==> src/rtl/logic_slice_sequencer.sv <==
// rtl/logic_slice_sequencer.sv - runs a wide bitwise op through one shared narrow logic slice, LSB slice first
module logic_slice_sequencer #(
    parameter int DATA_W  = 16,
    parameter int SLICE_W = 4
) (
    input  logic               clk,
    input  logic               rst_n,
    input  logic               req_valid,
    output logic               req_ready,
    input  logic [1:0]         req_op,
    input  logic [DATA_W-1:0]  req_a,
    input  logic [DATA_W-1:0]  req_b,
    output logic               slice_valid,
    output logic [1:0]         slice_op,
    output logic [SLICE_W-1:0] slice_a,
    output logic [SLICE_W-1:0] slice_b,
    input  logic [SLICE_W-1:0] slice_result,
    output logic               resp_valid,
    input  logic               resp_ready,
    output logic [DATA_W-1:0]  resp_result,
    output logic               resp_zero,
    output logic               busy
);
    localparam int NSLICE = DATA_W / SLICE_W;
    localparam int IDX_W  = (NSLICE > 1) ? $clog2(NSLICE) : 1;

    typedef enum logic [1:0] {IDLE, RUN, DONE} state_t;

    state_t              state;
    logic [IDX_W-1:0]    idx;
    logic [IDX_W-1:0]    nxt_idx;
    logic [DATA_W-1:0]   a_q;
    logic [DATA_W-1:0]   b_q;
    logic [1:0]          op_q;
    logic [DATA_W-1:0]   result;
    logic [DATA_W-1:0]   merged;

    assign req_ready   = (state == IDLE);
    assign resp_result = result;
    assign nxt_idx     = idx + 1'b1;

    // Result as it will look after this edge's capture; feeds resp_zero on the final slice.
    always_comb begin
        merged = result;
        merged[idx*SLICE_W +: SLICE_W] = slice_result;
    end

    always_ff @(posedge clk or negedge rst_n) begin
        if (!rst_n) begin
            state       <= IDLE;
            idx         <= '0;
            a_q         <= '0;
            b_q         <= '0;
            op_q        <= '0;
            result      <= '0;
            slice_valid <= 1'b0;
            slice_op    <= '0;
            slice_a     <= '0;
            slice_b     <= '0;
            resp_valid  <= 1'b0;
            resp_zero   <= 1'b0;
            busy        <= 1'b0;
        end else begin
            case (state)
                IDLE: begin
                    if (req_valid) begin
                        a_q         <= req_a;
                        b_q         <= req_b;
                        op_q        <= req_op;
                        result      <= '0;
                        idx         <= '0;
                        state       <= RUN;
                        slice_valid <= 1'b1;
                        slice_op    <= req_op;
                        slice_a     <= req_a[SLICE_W-1:0];
                        slice_b     <= req_b[SLICE_W-1:0];
                        busy        <= 1'b1;
                    end
                end
                RUN: begin
                    result <= merged;
                    if (idx == IDX_W'(NSLICE - 1)) begin
                        state       <= DONE;
                        slice_valid <= 1'b0;
                        slice_op    <= '0;
                        slice_a     <= '0;
                        slice_b     <= '0;
                        resp_valid  <= 1'b1;
                        resp_zero   <= (merged == '0);
                    end else begin
                        idx      <= nxt_idx;
                        slice_op <= op_q;
                        slice_a  <= a_q[nxt_idx*SLICE_W +: SLICE_W];
                        slice_b  <= b_q[nxt_idx*SLICE_W +: SLICE_W];
                    end
                end
                DONE: begin
                    if (resp_ready) begin
                        state      <= IDLE;
                        resp_valid <= 1'b0;
                        resp_zero  <= 1'b0;
                        busy       <= 1'b0;
                    end
                end
                default: state <= IDLE;
            endcase
        end
    end
endmodule

==> config.mk <==
export PLATFORM = sky130hd
export DESIGN_NAME = logic_slice_sequencer
export DESIGN_NICKNAME = d
export VERILOG_FILES = /design/src/rtl/logic_slice_sequencer.sv
export SDC_FILE = /design/constraint.sdc
export NUM_CORES = 1
export LEC_CHECK = 0
export CAP_MARGIN = 20
export CORE_MARGIN = 5
export CORE_UTILIZATION = 45
export CTS_CLUSTER_DIAMETER = 50
export DETAILED_ROUTE_END_ITERATION = 10
export PLACE_DENSITY = 0.71
export SYNTH_ARGS = -nofsm -noshare
export SYNTH_HDL_FRONTEND = slang
export SYNTH_SLANG_ARGS = --single-unit
==> constraint.sdc <==
create_clock -name clk -period 3.2 [get_ports clk]
set_input_delay 0.96 -clock clk [delete_from_list [all_inputs] [get_ports clk]]
set_output_delay 0.96 -clock clk [all_outputs]
set_load 0.02 [all_outputs]
=== Word-level counts from Yosys, hierarchy flattened ===
Cells that the tools add are included.

* Mux-type cells: 28
* Eq/ne operators: 7
* Shift-type cells: 4
* Add/sub/neg operators: 2
* Reductions and logical operators: 12

{| class="wikitable"
|+ Operators with widths
! kind !! count
|-
| negation 4 -> 34 bit || 1
|-
| variable shift 4 x 34 -> 16 bit (first input constant) || 1
|-
| indexed part select 4 x 34 -> 16 bit || 1
|-
| case mux 16 bit (2 select lines) || 1
|-
| indexed part select 16 x 5 -> 4 bit || 2
|-
| bitwise mux 16 bit || 1
|-
| zero test 16 bit || 1
|-
| two-way mux 16 bit || 1
|-
| two-way mux 4 bit || 4
|-
| case mux 4 bit (2 select lines) || 2
|-
| AND reduction 3 bit || 5
|-
| two-way mux 2 bit || 7
|-
| inequality test 2 bit (second input constant) || 4
|-
| case mux 1 bit (2 select lines) || 4
|-
| case mux 2 bit (2 select lines) || 2
|-
| case mux 2 bit (3 select lines) || 1
|-
| nonzero test 2 bit || 3
|-
| two-way mux 1 bit || 5
|-
| equality test 2 bit (second input constant) || 2
|-
| AND reduction 2 bit || 2
|-
| adder 2 x 1 -> 2 bit (second input constant) || 1
|-
| equality test 2 x 1 -> 1 bit (second input constant) || 1
|-
| zero test 2 bit || 1
|}

* Output and inout bits: 31
* Flip-flop bits (word level): 68
* Input bits: 42
* Word-level logic and storage cells: 66

=== Logic depth before layout (Yosys ltp) ===
Gate-level depths: netlist of run 1.

* Word-level depth: 6
* Gate-level depth with buffers: 9

=== Least setup slack after synthesis of run 1 ===
OpenSTA, ideal clock, no wires.

* Path kind: register -> register
* From: register idx[0]
* To: register slice_a[3]
* Arrival time: 2.566 ns
* Cell stages (with the launch flop): 10
* Period minus slack after synthesis: 2.692 ns
* Slack: 0.508 ns
* Path buffers: 4
* Cell sequence: dfrtp_1 > buf_2 > buf_1 > inv_1 > ha_1 > clkbuf_1 > clkbuf_1 > mux4_2 > a221oi_1 > nor2_1

* Word-level cells in the longest chain between the ends: 4

{| class="wikitable"
|+ Ends and longest elaborated chain
! what !! RTL line !! RTL
|-
| start, declared || 30 || <nowiki>logic [IDX_W-1:0] idx;</nowiki>
|-
| start signal, assigned || 91 || <nowiki>idx <= nxt_idx;</nowiki>
|-
| adder 2 x 1 -> 2 bit || 40 || <nowiki>assign nxt_idx = idx + 1'b1;</nowiki>
|-
| indexed part select 16 x 5 -> 4 bit || 93 || <nowiki>slice_a <= a_q[nxt_idx*SLICE_W +: SLICE_W];</nowiki>
|-
| two-way mux 4 bit (*) || 82 || <nowiki>if (idx == IDX_W'(NSLICE - 1)) begin</nowiki>
|-
| case mux 4 bit (2 select lines) (*) || 64 || <nowiki>case (state)</nowiki>
|-
| end signal, assigned || 75 || <nowiki>slice_a <= req_a[SLICE_W-1:0];</nowiki>
|-
| end signal, assigned || 93 ||
|-
| end, declared || 15 || <nowiki>output logic [SLICE_W-1:0] slice_a,</nowiki>
|}

Every way passes the cells marked *; elsewhere a longest branch is shown, timed or not.
A chain may end at the register's enable or synchronous reset.

=== Worst setup path in the final report of run 1 ===
* From: register state[0]
* To: output req_ready

* Word-level cells in the longest chain between the ends: 1

{| class="wikitable"
|+ Ends and longest elaborated chain
! what !! RTL line !! RTL
|-
| start, declared || 29 || <nowiki>state_t state;</nowiki>
|-
| start signal, assigned || 50 || <nowiki>state <= IDLE;</nowiki>
|-
| start signal, assigned || 72 || <nowiki>state <= RUN;</nowiki>
|-
| start signal, assigned || 83 || <nowiki>state <= DONE;</nowiki>
|-
| zero test 2 bit || 38 || <nowiki>assign req_ready = (state == IDLE);</nowiki>
|-
| end, declared || 9 || <nowiki>output logic req_ready,</nowiki>
|}

Every way passes these cells.

==> run_results.csv, run 1 <==
group,metric,value,unit
power_and_ir_drop,leakage,1.715,nW
timing,hold_viol,0,
critical_path,critPathSlowestCell,"clkdlybuf4s50_1",
route,vias,2291,
timing,fin_crit,2.556,ns
critical_path,crit_family,"buffers and inverters",
placed_design,dp_cells,383,
critical_path,critPathKind,"flop to output pin",
placed_design,place_congestion,0.8193,
critical_path,cp_cell_sequence,"nor2_1, clkdlybuf4s50_1",
die,die_x,92.76,um
global_routing,track_usage,17.12,%
placed_design,io_buffers,72,
cells_and_area,area_delta_synth_final,33.98,%
cells_and_area,register_area,0.001702,sq mm
cells_and_area,final_cell_mix,"clkdlybuf4s50_1 (71), dfrtp_1 (68), mux2_2 (34), nor2_1 (32), a221oi_1 (10)",
cells_and_area,diodes,0,
cells_and_area,final_nets,362,
global_routing,overflow,0,
power_and_ir_drop,power,4.114,mW
timing,fin_tns_setup,0,ns
critical_path,setup.worst_path.start_class,"flop",
clock_network,path_clk_slew,0.07,ns
yosys,synth-seq-cells,68,
die,dieArea,0.008603,sq mm
clock_network,post-cts-setup-buffers,0,
timing,finalMaxSlewViolations,0,
cells_and_area,final_cells,399,
power_and_ir_drop,p_per_area,996.5,mW/mm^2
critical_path,cp.arrival,1.60,ns
timing,period_share,79.89,%
critical_path,cpPeakStageDelay,0.62,ns
clock_network,cts_sinks,68,
timing,grt_setup_unrepaired,"false",
die,io_pins,73,
run_status,outcome,"finished clean",
clock_network,clk_root_buffer_cell,"clkbuf_8",
yosys,synth_fp_nets,288,
clock_network,ctsHtreeMaxLevel,3,
power_and_ir_drop,vdd_drop_max,0.0003934,V
route,via_per_inst,5.742,
critical_path,worst_ep_required_time,2.24,ns
cells_and_area,multi_input_area,0.001315,sq mm
route,first_iter_violations,136,
clock_network,clk_latency,0.36,ns
route,routed_wl,6926,um
yosys,yosys-top-cells-area,"dfrtp_1 (55%), mux2_2 (12%), mux4_2 (5.8%), nor2_1 (3.9%), a221oi_1 (2.8%)",
cells_and_area,fillers,537,
clock_network,clock_path_buffers,2,
yosys,yosysTopAreaCell,"dfrtp_1",
global_routing,grt_use_met1,21.74,%
yosys,syn_avg_cell_area,12.84,sq um
timing,tightestPinTransition,0.9228,ns
global_routing,use_met3,4.630,%
timing,setup_viol,0,
global_routing,antenna_found_initial,0,
timing,finalClockSkew,0.007174,ns
yosys,synth_top_cell_area_share,55.22,%
die,die_h,92.76,um
timing,max_freq,0.3912,GHz
yosys,ys_seq_area_share,55.22,%
die,rows,30,
clock_network,cts_tree,"yes",
global_routing,grt_first_pass_wirelength,11370,um
route,drc,0,
die,core-area,0.006719,sq mm
global_routing,busiest_layer,"met2",
timing,slew_headroom,38.21,%
clock_network,cts_inserted_buffers,9,
hold_path,min_path_type,"flop to flop",
yosys,synth_area,0.003082,sq mm
die,initial_core_util,45.87,%
cells_and_area,drive_gt1_share,21.63,%
global_routing,grt_pass1_vias,2370,
route,dr.pass1.iters,4,
clock_network,ctsHoldBuffers,0,
critical_path,cp_max_fo,10,
yosys,yosysWarnings,0,
critical_path,crit_buf_inv,1,
job,cap_violations,0,
route,final_antenna_net_count,0,
global_routing,grt_max_degree,47,
placed_design,dpl.hpwl,4870,um
critical_path,end_kind,"output pin",
route,wl_per_cell,17.36,um
yosys,ys_types,37,
global_routing,use_met2,27.73,%
cells_and_area,layout_commonest_cell,"clkdlybuf4s50_1",
clock_network,cts_resized,0,
yosys,syn-instance-count,240,
## through the flow
step | setup WS (ns) | utilization, % | cell area (sq um) | hold WS [ns]
floorplan | 0.5078 | - | 3082 | 0.4752
global placement | 0.3571 | 58.14 | 3906 | 0.4845
detailed placement | 0.3233 | 58.14 | 3906 | 0.4929
CTS | 0.6347 | 61.45 | 4129 | 0.5113
global route | 0.5453 | 61.45 | 4129 | 0.5218
finish | 0.6435 | 61.45 | 4129 | 0.5044
## worst register-to-register path, stage by stage (launching register included)
cell and delay (ns):
dfrtp_1 0.43, inv_1 0.10, ha_1 0.73, mux2i_1 0.27, nor4_1 0.07, a2111o_1 0.43, o31ai_2 0.17
## layout make-up
class,count,share of cell area [%]
Multi-Input combinational cell,154,31.85
Clock inverter,7,2.394
Timing Repair Buffer,76,18.67
Inverter,5,0.4545
Sequential cell,68,41.21
Clock buffer,9,3.000
Tap cell,80,2.424
## cells in the mapped netlist, drive strengths merged
| library cell | count |
|---|---|
| and3 | 1 |
| nand2 | 8 |
| a32o | 4 |
| or4 | 1 |
| nor3 | 2 |
| o31ai | 2 |
| ha | 6 |
| a221oi | 10 |
| nor3b | 2 |
| o21ai | 7 |
| nor4 | 5 |
| o211ai | 1 |
| mux2 | 34 |
| dfrtp | 68 |
| nor2 | 32 |
| buf | 7 |
| nor2b | 1 |
| a21oi | 5 |
| nand3 | 2 |
| a21o | 1 |
| a41o | 1 |
| clkbuf | 6 |
| mux2i | 1 |
| nand3b | 2 |
| nor4b | 1 |
| mux4 | 8 |
| a22o | 4 |
| nand2b | 1 |
| inv | 5 |
| o2bb2ai | 8 |
| a2111o | 1 |
| o22ai | 2 |
| and3b | 1 |
## per-layer routing
| layer | wire (um) | share of wire [%] | vias up |
|---|---|---|---|
| li1 | - | - | 1044 |
| met1 | 2929 | 42 | 1152 |
| met2 | 3426 | 49 | 86 |
| met3 | 460 | 6.6 | 9 |
| met4 | 110 | 1.6 | 0 |
| met5 | 0 | 0 | - |
## sequential cells by signal (all words and copies together) (netlist names)
register     flops
resp_zero        1
b_q             16
a_q             16
resp_valid       1
op_q             2
busy             1
idx              2
slice_b          4
resp_result     16
slice_valid      1
slice_a          4
slice_op         2
state            2
## worst paths after layout
kind                                          from  depth (start not counted)                 endpoint  slack [ns]
min reg2reg                slice_valid$_DFFE_PN0P_                          1  slice_valid$_DFFE_PN0P_        0.50
max reg2reg                     idx[1]$_DFFE_PN0P_                          6    resp_zero$_DFFE_PN0P_        0.91
max                           state[0]$_DFFE_PN0P_                          2                req_ready        0.64
min in group asynchronous                    rst_n                          1      op_q[1]$_DFFE_PN0P_        0.58
max in group asynchronous                    rst_n                          2      b_q[11]$_DFFE_PN0P_        1.99
min                        slice_valid$_DFFE_PN0P_                          1  slice_valid$_DFFE_PN0P_        0.50
## kinds of logic after synthesis
group	after synthesis	share of synthesized area, %
simple gates	59	9.541
fa+ha+maj	6	2.436
buf+inv	18	2.436
mux	43	18.60
flops	68	55.22
compound gates	46	11.77
## where the power goes
| group | internal [mW] | leakage, nW | switching, mW |
|---|---|---|---|
| clock network | 0.444 | 0.110 | 0.349 |
| logic | 0.939 | 0.772 | 0.949 |
| registers | 1.22 | 0.833 | 0.210 |
| total | 2.61 | 1.71 | 1.51 |
Note: power is estimated with default switching activity, not from simulation.
==> run 2, diff against run 1 <==
- clock period: 3.2 -> 2.6 ns (I/O delays scaled with it)
==> run 2 against run 1 <==
- sequential share of layout area is 0.53 points lower
- combinational power is 26% higher
- power is 25% higher
- non-clock buffer count is 7 higher
- clock power is 23% higher
- count of clock-buffer cells in the layout is 1 higher
- hold slack worse by 0.13 ns
- core utilization is 0.80 points higher
- sequential cell count stayed put
- critical endpoint unchanged
==> run_results.csv, run 2 (synthesis gave the netlist of run 1 again) <==
group,metric,value,unit
critical_path,worst_ep_required_time,1.82,ns
cells_and_area,register_area,0.001702,sq mm
clock_network,clk_latency,0.34,ns
route,first_iter_violations,115,
route,drc,0,
timing,grt_setup_unrepaired,"false",
clock_network,cts_sinks,68,
cells_and_area,diodes,0,
route,dr.pass1.iters,4,
cells_and_area,final_nets,369,
timing,period_share,90.33,%
timing,slew_headroom,45.58,%
critical_path,cp-startpoint,"state[0]$_DFFE_PN0P_",
clock_network,post-cts-setup-buffers,0,
timing,finalClockSkew,0.008572,ns
route,final_antenna_net_count,0,
placed_design,io_buffers,72,
cells_and_area,final_cell_mix,"clkdlybuf4s50_1 (71), dfrtp_1 (68), mux2_2 (34), nor2_1 (32)",
die,core-area,0.006719,sq mm
timing,tightestPinTransition,0.8109,ns
power_and_ir_drop,vdd_drop_max,0.0004636,V
critical_path,endpoint,"req_ready",
hold_path,min_path_type,"primary input to async pin",
route,wl_per_cell,17.39,um
timing,max_freq,0.4258,GHz
route,routed_wl,7059,um
clock_network,ctsHoldBuffers,0,
clock_network,clk_root_buffer_cell,"clkbuf_8",
timing,fin_crit,2.349,ns
die,initial_core_util,45.87,%
global_routing,antenna_found_initial,0,
placed_design,dpl.hpwl,5020,um
clock_network,cts_resized,0,
timing,fin_tns_setup,0,ns
cells_and_area,fillers,537,
clock_network,clock_path_buffers,2,
power_and_ir_drop,leakage,1.751,nW
cells_and_area,layout_commonest_cell,"clkdlybuf4s50_1",
critical_path,critPathKind,"flop to output pin",
critical_path,rr_endpoint,"slice_b[0]$_DFFE_PN0P_",
route,via_per_inst,5.547,
critical_path,cp.arrival,1.57,ns
global_routing,overflow,0,
die,die_h,92.76,um
global_routing,track_usage,17.46,%
clock_network,path_clk_slew,0.08,ns
critical_path,end_kind,"output pin",
power_and_ir_drop,p_per_area,1225,mW/mm^2
clock_network,ctsHtreeMaxLevel,3,
critical_path,cp_max_fo,10,
critical_path,reg2reg_depth,6,
clock_network,cts_tree,"yes",
clock_network,cts_inserted_buffers,9,
timing,setup_viol,0,
critical_path,setup.worst_path.start_class,"flop",
placed_design,place_congestion,0.8807,
critical_path,r2r_slack,0.48,ns
die,io_pins,73,
critical_path,r2r_start,"idx[1]$_DFFE_PN0P_",
global_routing,grt_first_pass_wirelength,11700,um
die,dieArea,0.008603,sq mm
route,vias,2252,
die,die_x,92.76,um
die,rows,30,
timing,finalMaxSlewViolations,0,
job,cap_violations,0,
cells_and_area,drive_gt1_share,23.31,%
cells_and_area,multi_input_area,0.001315,sq mm
cells_and_area,fin_util,62.25,%
global_routing,grt_pass1_vias,2347,
global_routing,grt_max_degree,52,
cells_and_area,area_delta_synth_final,35.73,%
run_status,outcome,"finished clean",
timing,hold_viol,0,
## run 2: changes by cell type in the layout (fill, tap and decap cells not counted)
cell / change
clkinv_4: -1
inv_6: -1
clkinv_2: +1
clkbuf_8: +1
buf_4: +7
## run 2: per-layer routing
metal	global-route usage (%)	vias to the layer above	wire length (um)
met1	22.01	1110	3051
li1	-	1064	-
met4	5.983	0	112
met5	0	-	0
met3	5.280	10	382
met2	28.64	68	3513
## run 2: worst min path at each step
stage                                       start                           to  slack (ns)
after global routing                        rst_n  resp_result[14]$_DFFE_PN0P_        0.38
after floorplan                             rst_n           a_q[0]$_DFFE_PN0P_        0.48
after detailed placement  slice_valid$_DFFE_PN0P_      slice_valid$_DFFE_PN0P_        0.48
after CTS                                   rst_n  resp_result[12]$_DFFE_PN0P_        0.37
final                                       rst_n  resp_result[14]$_DFFE_PN0P_        0.37
after global placement    slice_valid$_DFFE_PN0P_      slice_valid$_DFFE_PN0P_        0.46
## run 2: final cells by class
class                      count  share of cell area, %
multi-input combinational    154                  31.44
clock inverter                 6                  2.064
sequential                    68                  40.68
tap                           80                  2.393
inverter                       5                 0.4487
timing repair buffer          83                  19.68
clock buffer                  10                  3.290
## run 2: worst max-delay path: stages, from the launching register on
cell	delay [ns]
dfrtp_1	0.49
nor2_1	0.13
clkdlybuf4s50_1	0.62
## run 2: metrics by stage
stage / hold WS [ns] / instances / instance area (sq um) / power, mW / worst slack, ns
after global placement: 0.4617 / 390 / 3959 / 4.129 / 0.05600
after CTS: 0.3747 / 406 / 4183 / 5.183 / 0.2310
after floorplan: 0.4752 / 240 / 3083 / 3.340 / 0.08861
after detailed placement: 0.4788 / 390 / 3959 / 4.199 / 0.03271
after global routing: 0.3820 / 406 / 4183 / 5.479 / 0.1722
final: 0.3700 / 406 / 4183 / 5.126 / 0.2515
## run 2: where the power goes
| group | switching [mW] | total [mW] | internal [mW] |
|---|---|---|---|
| combinational | 1.18 | 2.38 | 1.20 |
| sequential | 0.261 | 1.77 | 1.51 |
| clock | 0.409 | 0.975 | 0.566 |
==> run 3, diff against run 2 <==
- CAP_MARGIN: 20 -> not set
==> results of run 3 <==
No change in the layout: final DEF, timing and power equal those of run 2.
